$ cat config.mk
export PLATFORM = sky130hd
export DESIGN_NAME = adsr_env_gen
export DESIGN_NICKNAME = d
export VERILOG_FILES = /design/src/rtl/adsr_pkg.sv /design/src/rtl/adsr_tick_gen.sv /design/src/rtl/adsr_env_gen.sv
export SDC_FILE = /design/constraint.sdc
export NUM_CORES = 1
export LEC_CHECK = 0
export ABC_AREA = 1
export CAP_MARGIN = 40
export CORE_ASPECT_RATIO = 1.75
export CORE_MARGIN = 5
export CORE_UTILIZATION = 42
export DETAILED_ROUTE_END_ITERATION = 10
export HOLD_SLACK_MARGIN = 0.05
export PLACE_DENSITY_LB_ADDON = 0.08
export SLEW_MARGIN = 0
export SYNTH_ARGS = -nofsm -noshare
export SYNTH_HDL_FRONTEND = slang
export SYNTH_SLANG_ARGS = --single-unit
$ cat constraint.sdc
create_clock -name clk -period 6.6 [get_ports clk]
set_clock_uncertainty 0.2 [all_clocks]
set_input_delay 1.32 -clock clk [delete_from_list [all_inputs] [get_ports clk]]
set_output_delay 1.32 -clock clk [all_outputs]
set_load 0.02 [all_outputs]
$ cat src/rtl/adsr_pkg.sv
// rtl/adsr_pkg.sv - state encoding, amplitude limit and register map for the ADSR envelope generator
package adsr_pkg;

   typedef enum logic [2:0] {
      ST_IDLE    = 3'd0,
      ST_ATTACK  = 3'd1,
      ST_DECAY   = 3'd2,
      ST_SUSTAIN = 3'd3,
      ST_RELEASE = 3'd4
   } adsr_state_t;

   // Amplitude is Q2.30 internally; MAX corresponds to 1.0 (0x4000 on env_out)
   localparam logic [31:0] AMP_MAX     = 32'h4000_0000;
   localparam logic [15:0] SUSTAIN_MAX = 16'h4000;

   localparam logic [2:0] ADDR_ATTACK  = 3'd0;
   localparam logic [2:0] ADDR_DECAY   = 3'd1;
   localparam logic [2:0] ADDR_SUSTAIN = 3'd2;
   localparam logic [2:0] ADDR_RELEASE = 3'd3;
   localparam logic [2:0] ADDR_CMD     = 3'd4;
   localparam logic [2:0] ADDR_DIV     = 3'd5;

endpackage

$ cat src/rtl/adsr_tick_gen.sv
// rtl/adsr_tick_gen.sv - free-running prescaler producing a one-cycle tick every div+1 clocks
module adsr_tick_gen
   import adsr_pkg::*;
(
   input  logic        clk,
   input  logic        reset,
   input  logic [15:0] div,
   output logic        tick
);

   logic [15:0] cnt;

   // >= rather than == so a div lowered below the running count recovers at once
   assign tick = (cnt >= div);

   always_ff @(posedge clk or posedge reset) begin
      if (reset) begin
         cnt <= '0;
      end else if (tick) begin
         cnt <= '0;
      end else begin
         cnt <= cnt + 16'd1;
      end
   end

endmodule

$ cat src/rtl/adsr_env_gen.sv
// rtl/adsr_env_gen.sv - register-programmed ADSR envelope generator driving the DDFS env_ext input
module adsr_env_gen
   import adsr_pkg::*;
#(
   parameter int DW = 16
) (
   input  logic          clk,
   input  logic          reset,
   input  logic          cs,
   input  logic          read,
   input  logic          write,
   input  logic [4:0]    addr,
   input  logic [31:0]   wr_data,
   output logic [31:0]   rd_data,
   output logic [DW-1:0] env_out,
   output logic          idle,
   output logic          done
);

   adsr_state_t state, state_n;
   logic [31:0] amp, amp_n;
   logic        done_n;

   logic [31:0] attack_step, decay_step, release_step;
   logic [15:0] sustain, div;
   logic        tick;

   logic        wr_en, cmd_wr, cmd_start, cmd_release;
   logic [31:0] sus32;
   logic [32:0] attack_sum, decay_floor;
   logic        unused_bits;

   assign unused_bits = ^{read, addr[4:3]};

   adsr_tick_gen u_tick (
      .clk   (clk),
      .reset (reset),
      .div   (div),
      .tick  (tick)
   );

   assign wr_en  = cs & write;
   assign cmd_wr = wr_en && (addr[2:0] == ADDR_CMD);

   always_ff @(posedge clk or posedge reset) begin
      if (reset) begin
         attack_step  <= '0;
         decay_step   <= '0;
         release_step <= '0;
         sustain      <= SUSTAIN_MAX;
         div          <= '0;
      end else if (wr_en) begin
         case (addr[2:0])
            ADDR_ATTACK:  attack_step  <= wr_data;
            ADDR_DECAY:   decay_step   <= wr_data;
            ADDR_SUSTAIN: sustain      <= (wr_data[15:0] > SUSTAIN_MAX) ? SUSTAIN_MAX : wr_data[15:0];
            ADDR_RELEASE: release_step <= wr_data;
            ADDR_DIV:     div          <= wr_data[15:0];
            default:      ;
         endcase
      end
   end

   // Start wins over release; release only applies to an envelope that is sounding
   assign cmd_start   = cmd_wr & wr_data[0];
   assign cmd_release = cmd_wr & wr_data[1] &
                        ((state == ST_ATTACK) || (state == ST_DECAY) || (state == ST_SUSTAIN));

   // 33-bit sums so neither comparison can be fooled by a 32-bit wrap
   assign sus32       = {sustain, 16'h0000};
   assign attack_sum  = {1'b0, amp} + {1'b0, attack_step};
   assign decay_floor = {1'b0, sus32} + {1'b0, decay_step};

   always_comb begin
      state_n = state;
      amp_n   = amp;
      done_n  = 1'b0;
      if (cmd_start) begin
         state_n = ST_ATTACK;
      end else if (cmd_release) begin
         state_n = ST_RELEASE;
      end else if (tick) begin
         case (state)
            ST_ATTACK: begin
               if (attack_step != '0) begin
                  if (attack_sum >= {1'b0, AMP_MAX}) begin
                     amp_n   = AMP_MAX;
                     state_n = ST_DECAY;
                  end else begin
                     amp_n = attack_sum[31:0];
                  end
               end
            end
            ST_DECAY: begin
               if (decay_step != '0) begin
                  if ({1'b0, amp} <= decay_floor) begin
                     amp_n   = sus32;
                     state_n = ST_SUSTAIN;
                  end else begin
                     amp_n = amp - decay_step;
                  end
               end
            end
            ST_RELEASE: begin
               if (release_step != '0) begin
                  if (amp <= release_step) begin
                     amp_n   = '0;
                     state_n = ST_IDLE;
                     done_n  = 1'b1;
                  end else begin
                     amp_n = amp - release_step;
                  end
               end
            end
            ST_IDLE, ST_SUSTAIN: begin
            end
            default: state_n = ST_IDLE;
         endcase
      end
   end

   always_ff @(posedge clk or posedge reset) begin
      if (reset) begin
         state <= ST_IDLE;
         amp   <= '0;
         done  <= 1'b0;
      end else begin
         state <= state_n;
         amp   <= amp_n;
         done  <= done_n;
      end
   end

   assign env_out = amp[31 -: DW];
   assign idle    = (state == ST_IDLE);
   assign rd_data = {13'b0, state, amp[31:16]};

endmodule

==> key figures, run 1 <==
Timing
  – Worst hold slack: about 0.3 ns
  – Slew HR: 42.78%
  – Setup TNS: 0 ns
  – Final Worst Setup Slack: roughly 1.8 ns
  – Max-slew violation count: 0
  – Slew @ Worst Pin: about 0.84 ns
  – Final worst path period share: between 70 and 80%
  – Finish-stage setup viols: 0
  – Final Critical Period: approximately 4.8 ns
  – Fin. Hold Viols: 0
  – RSZ-0062 raised after global routing: false
  – Highest clock rate: ~210 MHz

Power and ir drop
  – PwrDens: about 500 nW/um^2
  – Leakage power: 8.928 nW
  – Peak VDD IR: between 0.2 and 0.25 mV
  – Pint: around 3.8 mW
  – Total power: slightly below 9 mW
  – Sw Share: between 50 and 60%
  – P_sw: around 4.8 mW
  – Clk pwr share: between 10% and 20%
  – Seq pwr share: 21.1%
  – Combinational share of power: about two thirds

Routing
  – Vias per cell: about 5.4
  – Final WL: 59.36 mm
  – DRT antenna net count: 0
  – DRC viols: 0
  – Initial DRT Pass Iterations: 6
  – DR iter-0 viols: around 1200
  – WL per Instance: between 20 and 25 um
  – Via count: 15499

Synthesis
  – Synth top cells by count: nand2_1, inv_1, nor2_1
  – Post-Syn Area per Cell: about 6.7 um^2
  – Top post-synthesis cells by area: dfrtp_1, nand2_1, ha_1, inv_1, o21ai_0
  – Yosys top cell area share: roughly 28%
  – Top_reg_cell synth: dfrtp_1
  – Mapped cell area: between 15000 and 20000 um^2
  – Most frequent cell after synthesis: nand2_1
  – Area leader, netlist: dfrtp_1
  – Seq/Total Area, Yosys: between 20% and 30%
  – Post-synthesis cell count: 2352
  – Netlist cell types: 54
  – Post-synth EDFFs: 0
  – Post-synth ARST share: 100.0%
  – #FFs+latches synth: 180
  – Ys Warns: 0

Global routing
  – Vias in the first global route: about 15000
  – Largest net degree at the start of global routing: 103
  – Initial antenna violation count: 1
  – GR Util All Layers: ~28%
  – GR Overflow Total: 0
  – First-pass GRT wire length: slightly below 90 mm

Clock tree
  – Clk root buf: clkbuf_16
  – Later-pin clock latency in the skew report: between 0.4 and 0.5 ns
  – Setup bufs post-CTS: 0
  – CTS Sinks: 180
  – Resize count post-CTS: 0
  – Hold_buf cts: 0
  – Clk pin slew, worst setup/hold paths: about 0.08 ns
  – Clock H-tree levels: 4
  – Cts bufs inserted: 17
  – CTS tree: done
  – Clk buf depth: 2

Cells and area
  – Area Growth Syn to Fin: 9.867%
  – Share of cells above drive strength 1: under 10%
  – Post-route cell area: between 15000 and 20000 um^2
  – Post-route insts no fill: between 2000 and 3000
  – Antenna cells: 0
  – Final Core Density: ~47%
  – Layout Nets: about 2600

Worst setup path
  – Crit-path slowest cell: dfrtp_1
  – CP top delay family: simple AND/OR/NAND/NOR gates
  – Crit. End Element: flip-flop
  – Worst-path cell chain: ha_1, a21oi_1, nand2_1, a21boi_0, o21ai_0, a21boi_0, o21ai_0, a31oi_1, xor2_1, ha_1, nand2_1, nor4_1, buf_4, nand4_2, buf_4, nand2_4, nand2_1, nand3_1, nand3_1, nand2_1, nand2_1
  – Crit path buffers/inverters: 2
  – Critical path type: flip-flop to flip-flop
  – Critical Path Fanout Max: 18
  – Critical Path AT: 4.96 ns
  – CP Launch Type: flip-flop
  – Worst Path Required: 6.74 ns
  – Max incr delay on CP: 0.41 ns
  – Cell mode on critical path: nand2_1

Placed design
  – GPL Wtd Cong: between 0.9 and 1
  – Post-DP HPWL: 48.93 mm
  – Pre-CTS setup slack: between 1.5 and 2 ns
  – # port buffers: 75
  – Placed Area: around 17000 um^2
  – DP Cell Count: about 2800

Floorplanning
  – Number of core rows: 94
  – Die area: roughly 42000 um^2
  – Initial Utilization: 42.35%
  – Die extent in x: approximately 160 um
  – Die Ht: roughly 270 um
  – # IOs: between 90 and 100
  – CORE AREA: ~37000 um^2

Hold path
  – Hold crit path type: flip-flop to flip-flop

Flow run
  – Max Cap Viol: 0

Status
  – Status: complete, no violations
[kinds of logic (layout without fill, tap and decap cells)]
family                     count (synthesis)  in the layout  share of synthesized area (%)
AOI/OAI and AO/OA                        476            476                          15.95
xor gates and xnor gates                  69             69                          3.815
adders and majority gates                148            148                          11.88
buffers and inverters                    419            449                          11.32
DFF                                      180            180                          28.45
other                                      1             13                        0.02368
and+or+nand+nor                         1059           1059                          28.56
[sequential cells by signal, summed over array words and instances, names as in the netlist]
name and flops:
release_step 32, decay_step 32, sustain 16, u_tick.cnt 16, done 1, div 16
amp 32, attack_step 32, state 3
[tightest hold or removal path, cell delays in order (launching register included)]
cell and delay, ns:
dfrtp_1 0.35, nand2_1 0.05, o21ai_0 0.06
[metal layers]
metal	wire length (um)	up-vias	track usage, %
met4	4171	0	17.21
met2	30040	450	50.20
met3	2085	145	2.320
li1	-	7703	-
met1	23070	7201	32.98
met5	0	-	0
[power groups by stage]
stage | logic (mW) | registers (mW) | clock network (mW)
3_5_place_dp | 5.69 | 1.84 | 0
6_report | 5.76 | 1.82 | 1.06
5_1_grt | 6.38 | 1.86 | 1.11
4_1_cts | 5.72 | 1.82 | 1.08
3_3_place_gp | 5.66 | 1.84 | 0
2_1_floorplan | 4.12 | 1.63 | 0
[cells in the final DEF (no fill, tap or decap), types with 7 or more instances in the layout]
master / instances
clkbuf_16: 17
clkdlybuf4s50_1: 75
buf_4: 8
nor2_1: 212
xnor2_1: 36
inv_2: 8
nand2_1: 584
conb_1: 13
nand3_1: 133
nand2_2: 11
a31oi_1: 8
nand3b_1: 8
o21ai_0: 203
nor3_1: 26
dfrtp_1: 179
a21o_1: 7
a21oi_1: 200
inv_1: 323
nand4_1: 30
xor2_1: 33
o21bai_1: 18
ha_1: 144
o21ai_1: 12
nor4_1: 15
[final timing paths]
path | endpoint | cells after the start | slack, ns | start
worst max-delay path | amp[29] | 21 | 1.78 | decay_step[18]
worst min-delay path | release_step[2] | 2 | 0.29 | release_step[2]
worst max register to register | amp[29] | 21 | 1.78 | decay_step[18]
worst min register to register | release_step[2] | 2 | 0.29 | release_step[2]
max in group asynchronous | amp[8] | 3 | 3.89 | reset
min in group asynchronous | decay_step[22] | 2 | 1.15 | reset
[layout make-up]
type                            instances  area (um^2)
Timing Repair Buffer                   85        853.3
Clock inverter                         15        167.7
Fill cell                            3945        20000
Multi-Input combinational cell       1765         9595
Inverter                              332         1254
Tap cell                              480        600.6
Sequential cell                       180         4506
Clock buffer                           17        425.4
No activity file was read; power rests on OpenSTA's default activity.
==> inputs of run 2 (changes only) <==
clock period = 4 ns   (was 6.6 ns; I/O delays follow)
==> key figures, run 2 (synthesis results as in run 1) <==
Clock tree
  – CTS Sinks: 180 (unchanged)
  – Clk root buf: clkbuf_16 (unchanged)
  – Clk pin slew, worst setup/hold paths: 0.08 ns (about the same)
  – CTS tree: done (unchanged)
  – Later-pin clock latency in the skew report: 0.46 ns (about the same)
  – Clock H-tree levels: 4 (unchanged)
  – Clk buf depth: 2 (unchanged)
  – Cts bufs inserted: 17 (unchanged)

Floorplanning
  – Number of core rows: 94 (unchanged)
  – CORE AREA: 37400 um^2 (unchanged)
  – Die extent in x: 156.8 um (unchanged)
  – Initial Utilization: 42.35% (unchanged)
  – Die area: 41850 um^2 (unchanged)
  – Die Ht: 266.9 um (unchanged)
  – # IOs: 92 (unchanged)

Worst setup path
  – Worst Path Required: 4.15 ns (was 6.74 ns)
  – CP Launch Type: flip-flop (unchanged)
  – Critical Path Fanout Max: 7 (was 18)
  – Critical path type: flip-flop to flip-flop (unchanged)
  – Crit. End Element: flip-flop (unchanged)
  – R2r worst-path depth: 23 (was 21)
  – Critical Path AT: 4.01 ns (was 4.96 ns)

Global routing
  – Largest net degree at the start of global routing: 91 (was 103)
  – GR Util All Layers: 30.35% (was 28.41%)
  – Vias in the first global route: 15784 (was 15112)
  – GR Overflow Total: 0 (unchanged)
  – Initial antenna violation count: 1 (unchanged)
  – First-pass GRT wire length: 94.73 mm (was 89.16 mm)

Status
  – Status: complete, no violations (unchanged)

Power and ir drop
  – Leakage power: 9.130 nW (was 8.928 nW)
  – Total power: 14.87 mW (was 8.645 mW)
  – Peak VDD IR: 0.3532 mV (was 0.2320 mV)
  – PwrDens: 834.1 nW/um^2 (was 496.8 nW/um^2)

Cells and area
  – Share of cells above drive strength 1: 5.592% (was 3.592%)
  – Commonest non-fill, non-tap cell in the layout: nand2_1 (unchanged)
  – Layout Nets: 2609 (was 2571)
  – Final Core Density: 47.66% (was 46.53%)
  – FILL cells: 3955 (was 3945)
  – Post-route insts no fill: 2912 (was 2874)
  – Most frequent cells in the layout: nand2_1, inv_1, nor2_1 (unchanged)
  – Multi-input combinational cell area: 9671 um^2 (was 9595 um^2)
  – Reg area: 4506 um^2 (unchanged)
  – Area Growth Syn to Fin: 12.55% (was 9.867%)
  – Antenna cells: 0 (unchanged)

Hold path
  – Hold crit path type: flip-flop to flip-flop (unchanged)
  – Hold Path Stages: 2 (unchanged)

Timing
  – Worst hold slack: 0.2891 ns (was 0.2923 ns)
  – Final Worst Setup Slack: 0.1394 ns (was 1.777 ns)
  – Final worst path period share: 96.52% (was 73.07%)
  – Fin. Hold Viols: 0 (unchanged)
  – Slew HR: 49.19% (was 42.78%)
  – Max-slew violation count: 0 (unchanged)
  – Finish-stage setup viols: 0 (unchanged)
  – Slew @ Worst Pin: 0.7552 ns (was 0.8367 ns)
  – Final Critical Period: 3.861 ns (was 4.823 ns)
  – Highest clock rate: 259.0 MHz (was 207.4 MHz)

Placed design
  – Post-DP HPWL: 52.53 mm (was 48.93 mm)
  – GPL Wtd Cong: 1.012 (was 0.9821)
  – # port buffers: 75 (unchanged)
  – DP Cell Count: 2879 (was 2842)
  – Pre-CTS setup slack: -0.1365 ns (was 1.810 ns)

Routing
  – WL per Instance: 21.67 um (was 20.65 um)
  – Initial DRT Pass Iterations: 9 (was 6)
  – Final WL: 63.11 mm (was 59.36 mm)
  – Via count: 15865 (was 15499)
  – DR iter-0 viols: 1330 (was 1162)
  – Vias per cell: 5.448 (was 5.393)
  – DRT antenna net count: 0 (unchanged)
  – DRC viols: 0 (unchanged)

Flow run
  – Max Cap Viol: 0 (unchanged)
-- run 2: cell types whose count changed in the layout (fill, tap and decap cells not counted), moves of 3 or more --
cell / delta
buf_12: +5
buf_4: +33
inv_8: -3
o21ai_0: -3
-- run 2: power by group --
group | leakage [nW] | internal (mW) | total [mW] | switching [mW]
Sequential | 2.30 | 2.27 | 2.97 | 0.703
Combinational | 6.54 | 3.43 | 10.1 | 6.69
Clock | 0.296 | 0.903 | 1.78 | 0.881
-- run 2: what timing repair did --
action / in CTS / in global routing
gates resized for setup: 4 / 17
hold buffers: 0 / 0
pin swaps: 0 / 8
buffers inserted: 0 / 1
hold endpoints to repair: 0 / 0
setup endpoints to repair: 34 / 35
-- run 2: worst paths after layout --
check / from / slack [ns] / endpoint
setup / recovery: decay_step[16] / 0.14 / state[0]
hold / removal: div[8] / 0.29 / div[8]
setup reg to reg: decay_step[16] / 0.14 / state[0]
hold reg to reg: div[8] / 0.29 / div[8]
max in group asynchronous: reset / 2.44 / release_step[18]
min in group asynchronous: reset / 0.59 / u_tick.cnt[8]
-- run 2: worst max-delay path, cell delays in order (launching register included) --
cell      delay, ns
dfrtp_1        0.39
ha_1           0.23
fa_2           0.37
a21oi_2        0.14
o21bai_2       0.07
nand2_1        0.08
nand2_2        0.09
a21oi_2        0.19
inv_1          0.08
a31oi_2        0.21
xor2_1         0.10
ha_1           0.32
nand2_2        0.08
inv_1          0.08
o21ai_0        0.08
a21oi_1        0.16
o21ai_2        0.09
nand2_4        0.09
nand3_4        0.17
buf_12         0.20
nand3_1        0.12
nand2_1        0.09
nand2_1        0.07
nand2_1        0.05
-- run 2: cell type report --
class	instances	share of cell area [%]
repair buffers	123	6.647
inverters	332	7.012
clock buffers	17	2.386
multi-input cells	1765	54.25
well taps	480	3.369
flip-flops and latches	180	25.27
clock inverters	15	1.067
-- run 2: stage by stage --
step	instance area (um^2)	setup TNS, ns
6_report	17830	0
3_5_place_dp	17110	-2.262
2_1_floorplan	15890	0
5_1_grt	17830	-0.9545
4_1_cts	17740	-0.01257
3_3_place_gp	17100	0
-- run 2: metal layers --
metal,routed length (um),global-route usage [%],up-vias
met5,0,0,-
met4,3686,15.14,0
met3,2387,2.579,143
met2,32980,55.99,484
met1,24050,34.52,7456
li1,-,-,7782
==> inputs of run 3 (changes only) <==
CORE_UTILIZATION = 56   (was 42)
SYNTH_HIERARCHICAL = 1   (was default)
==> key figures, run 3 <==
Status
  – Status: complete, no violations (unchanged)

Timing
  – Final Critical Period: 3.920 ns (was 3.861 ns)
  – Final worst path period share: 98.00% (was 96.52%)
  – RSZ-0062 raised after global routing: true
  – Highest clock rate: 255.1 MHz (was 259.0 MHz)
  – Slew HR: 37.51% (was 49.19%)
  – Final Worst Setup Slack: 0.07997 ns (was 0.1394 ns)
  – Fin. Hold Viols: 0 (unchanged)
  – Max-slew violation count: 0 (unchanged)
  – Finish-stage setup viols: 0 (unchanged)
  – Slew @ Worst Pin: 0.9364 ns (was 0.7552 ns)

Cells and area
  – Post-route cell area: 18660 um^2 (was 17830 um^2)
  – FILL cells: 2755 (was 3955)
  – Layout Nets: 2848 (was 2609)
  – Share of cells above drive strength 1: 7.303% (was 5.592%)
  – Area Growth Syn to Fin: 11.69% (was 12.55%)
  – Most frequent cells in the layout: nand2_1, inv_1, nor2_1 (unchanged)
  – Commonest non-fill, non-tap cell in the layout: nand2_1 (unchanged)

Power and ir drop
  – Pint: 6.760 mW (was 6.600 mW)
  – P_sw: 8.597 mW (was 8.270 mW)
  – Seq pwr share: 18.6% (was 20.0%)
  – PwrDens: 823.0 nW/um^2 (was 834.1 nW/um^2)
  – Leakage power: 9.792 nW (was 9.130 nW)
  – Peak VDD IR: 0.5057 mV (was 0.3532 mV)
  – Clk pwr share: 11.2% (was 12.0%)
  – Combinational share of power: 70.2% (was 68.0%)
  – Sw Share: 55.98% (was 55.61%)

Synthesis
  – Post-synth EDFFs: 0 (unchanged)
  – Synth top cells by count: nand2_1, inv_1, nor2_1 (unchanged)
  – Seq/Total Area, Yosys: 26.97% (was 28.45%)
  – #FFs+latches synth: 180 (unchanged)
  – Top_reg_cell synth: dfrtp_1 (unchanged)
  – Top post-synthesis cells by area: dfrtp_1, nand2_1, ha_1, inv_1, nor2_1 (was dfrtp_1, nand2_1, ha_1, inv_1, o21ai_0)
  – Most frequent cell after synthesis: nand2_1 (unchanged)
  – Post-synthesis cell count: 2582 (was 2352)
  – Post-synth ARST share: 100.0% (unchanged)
  – Mapped cell area: 16710 um^2 (was 15840 um^2)
  – Netlist cell types: 50 (was 54)
  – Ys Warns: 6 (was 0)
  – Post-Syn Area per Cell: 6.470 um^2 (was 6.734 um^2)
  – Area leader, netlist: dfrtp_1 (unchanged)
  – Yosys top cell area share: 26.81% (was 28.28%)

Floorplanning
  – # IOs: 92 (unchanged)
  – Die area: 33520 um^2 (was 41850 um^2)
  – Die extent in x: 140.6 um (was 156.8 um)
  – Die Ht: 238.5 um (was 266.9 um)
  – Number of core rows: 83 (was 94)
  – CORE AREA: 29390 um^2 (was 37400 um^2)
  – Initial Utilization: 56.84% (was 42.35%)

Routing
  – WL per Instance: 21.50 um (was 21.67 um)
  – Final WL: 65.64 mm (was 63.11 mm)
  – Via count: 17798 (was 15865)
  – DRC viols: 0 (unchanged)
  – DRT antenna net count: 0 (unchanged)
  – DR iter-0 viols: 1636 (was 1330)
  – Initial DRT Pass Iterations: 9 (unchanged)
  – Vias per cell: 5.830 (was 5.448)

Clock tree
  – Clk buf depth: 2 (unchanged)
  – Cts bufs inserted: 17 (unchanged)
  – Later-pin clock latency in the skew report: 0.47 ns (was 0.46 ns)
  – Clk root buf: clkbuf_16 (unchanged)
  – Clk pin slew, worst setup/hold paths: 0.07 ns (was 0.08 ns)
  – Clock H-tree levels: 4 (unchanged)
  – CTS tree: done (unchanged)
  – CTS Sinks: 180 (unchanged)

Global routing
  – Layer with the highest usage: met2 (unchanged)
  – Largest net degree at the start of global routing: 70 (was 91)
  – First-pass GRT wire length: 97.66 mm (was 94.73 mm)
  – GR Util All Layers: 38.51% (was 30.35%)
  – GR Overflow Total: 0 (unchanged)
  – Met3 usage: 5.996% (was 2.579%)
  – Initial antenna violation count: 0 (was 1)
  – Vias in the first global route: 17460 (was 15784)
  – M1 GR Usage: 40.51% (was 34.52%)
  – Met2 usage: 66.53% (was 55.99%)

Worst setup path
  – CP Launch Type: flip-flop (unchanged)
  – Setup slack, reg-to-reg: 0.08 ns (was 0.14 ns)
  – Worst Path Required: 4.21 ns (was 4.15 ns)
  – Critical path type: flip-flop to flip-flop (unchanged)
  – Critical Path AT: 4.13 ns (was 4.01 ns)
  – Crit. End Element: flip-flop (unchanged)
  – Critical Path Fanout Max: 6 (was 7)

Flow run
  – Max Cap Viol: 0 (unchanged)

Placed design
  – GPL Wtd Cong: 1.087 (was 1.012)
  – Pre-CTS setup slack: -0.2215 ns (was -0.1365 ns)
  – Placed Area: 17910 um^2 (was 17110 um^2)
  – Post-DP HPWL: 53.78 mm (was 52.53 mm)
  – # port buffers: 75 (unchanged)

Hold path
  – Hold crit path type: flip-flop to flip-flop (unchanged)
-- run 3: changes by cell type after synthesis, moves of 17 or more --
| cell | before | now |
|---|---|---|
| nand2_1 | 586 | 791 |
| xnor2_1 | 36 | 19 |
| a21oi_1 | 200 | 141 |
| nand3_1 | 134 | 174 |
| nor2_1 | 212 | 259 |
| xor2_1 | 33 | 51 |
| o21ai_0 | 203 | 165 |
-- run 3: logic make-up after synthesis --
kind of cell	synth area share, %
other	0.02245
adder cells (fa/ha/maj)	11.26
AND/OR/NAND/NOR	34.92
flip-flops	26.97
buffers and inverters	11.30
XOR/XNOR	3.670
AO/OA/AOI/OAI	11.85
-- run 3: power by group through the flow --
stage,Clock [mW],Sequential [mW],Combinational (mW)
CTS,1.72,2.83,10.4
floorplan,0,2.68,7.25
finish,1.72,2.86,10.8
global placement,0,2.83,10.2
global route,1.80,2.89,11.7
detailed placement,0,2.86,10.3
-- run 3: final timing paths --
check / end / cells past startpoint / start
max: state[0] / 20 / sustain[4]
min: release_step[3] / 2 / release_step[3]
max reg2reg: state[0] / 20 / sustain[4]
min reg2reg: release_step[3] / 2 / release_step[3]
max in group asynchronous: decay_step[16] / 3 / reset
min in group asynchronous: state[0] / 2 / reset
-- run 3: critical path, cell delays in order (launching register included) --
cell and delay, ns:
dfrtp_1 0.39, ha_1 0.32, inv_1 0.10, nor3_1 0.40, a311oi_1 0.18, buf_4 0.18
o21ai_0 0.18, xnor2_1 0.10, ha_2 0.41, nand4_1 0.22, nor3_2 0.27, nor2_2 0.08
buf_4 0.15, nand3_4 0.13, buf_12 0.16, nand2_4 0.05, nor2_4 0.09, nand2_4 0.08
nand2_2 0.07, nand2_1 0.05, nand2_1 0.06
-- run 3: layer usage --
metal	share of wire [%]	up-vias
li1	-	8429
met1	33	8240
met2	49	865
met3	7.4	264
met4	10	0
met5	0	-
-- run 3: area by class of cell --
type                            instances  area (um^2)  area share (%)
Antenna cell                            1        2.502         0.01341
Clock buffer                           18        429.2           2.300
Clock inverter                         13        150.1          0.8047
Inverter                              350         1328           7.115
Multi-Input combinational cell       1975        10500           56.25
Sequential cell                       180         4506           24.15
Tap cell                              382        478.0           2.562
Timing Repair Buffer                  134         1271           6.813
-- run 3: what timing repair did --
action                     4_1_cts  5_1_grt
buffers inserted                 1        2
pin swaps                        1       19
hold buffers                     0        0
setup endpoints to repair       35       35
gates resized for setup          6       35
-- run 3: stage by stage --
step                      util (%)  setup TNS [ns]  cells  hold slack (ns)  power, mW
after floorplan                  -               0   2594           0.2530      9.930
after detailed placement     60.95          -5.028   3018           0.2728      13.17
final                        63.49               0   3053           0.2853      15.36
after global placement       60.83       -0.004767   3016           0.2650      13.00
after CTS                    63.02               0   3050           0.2899      14.96
after global routing         63.48          -1.227   3052           0.3112      16.42
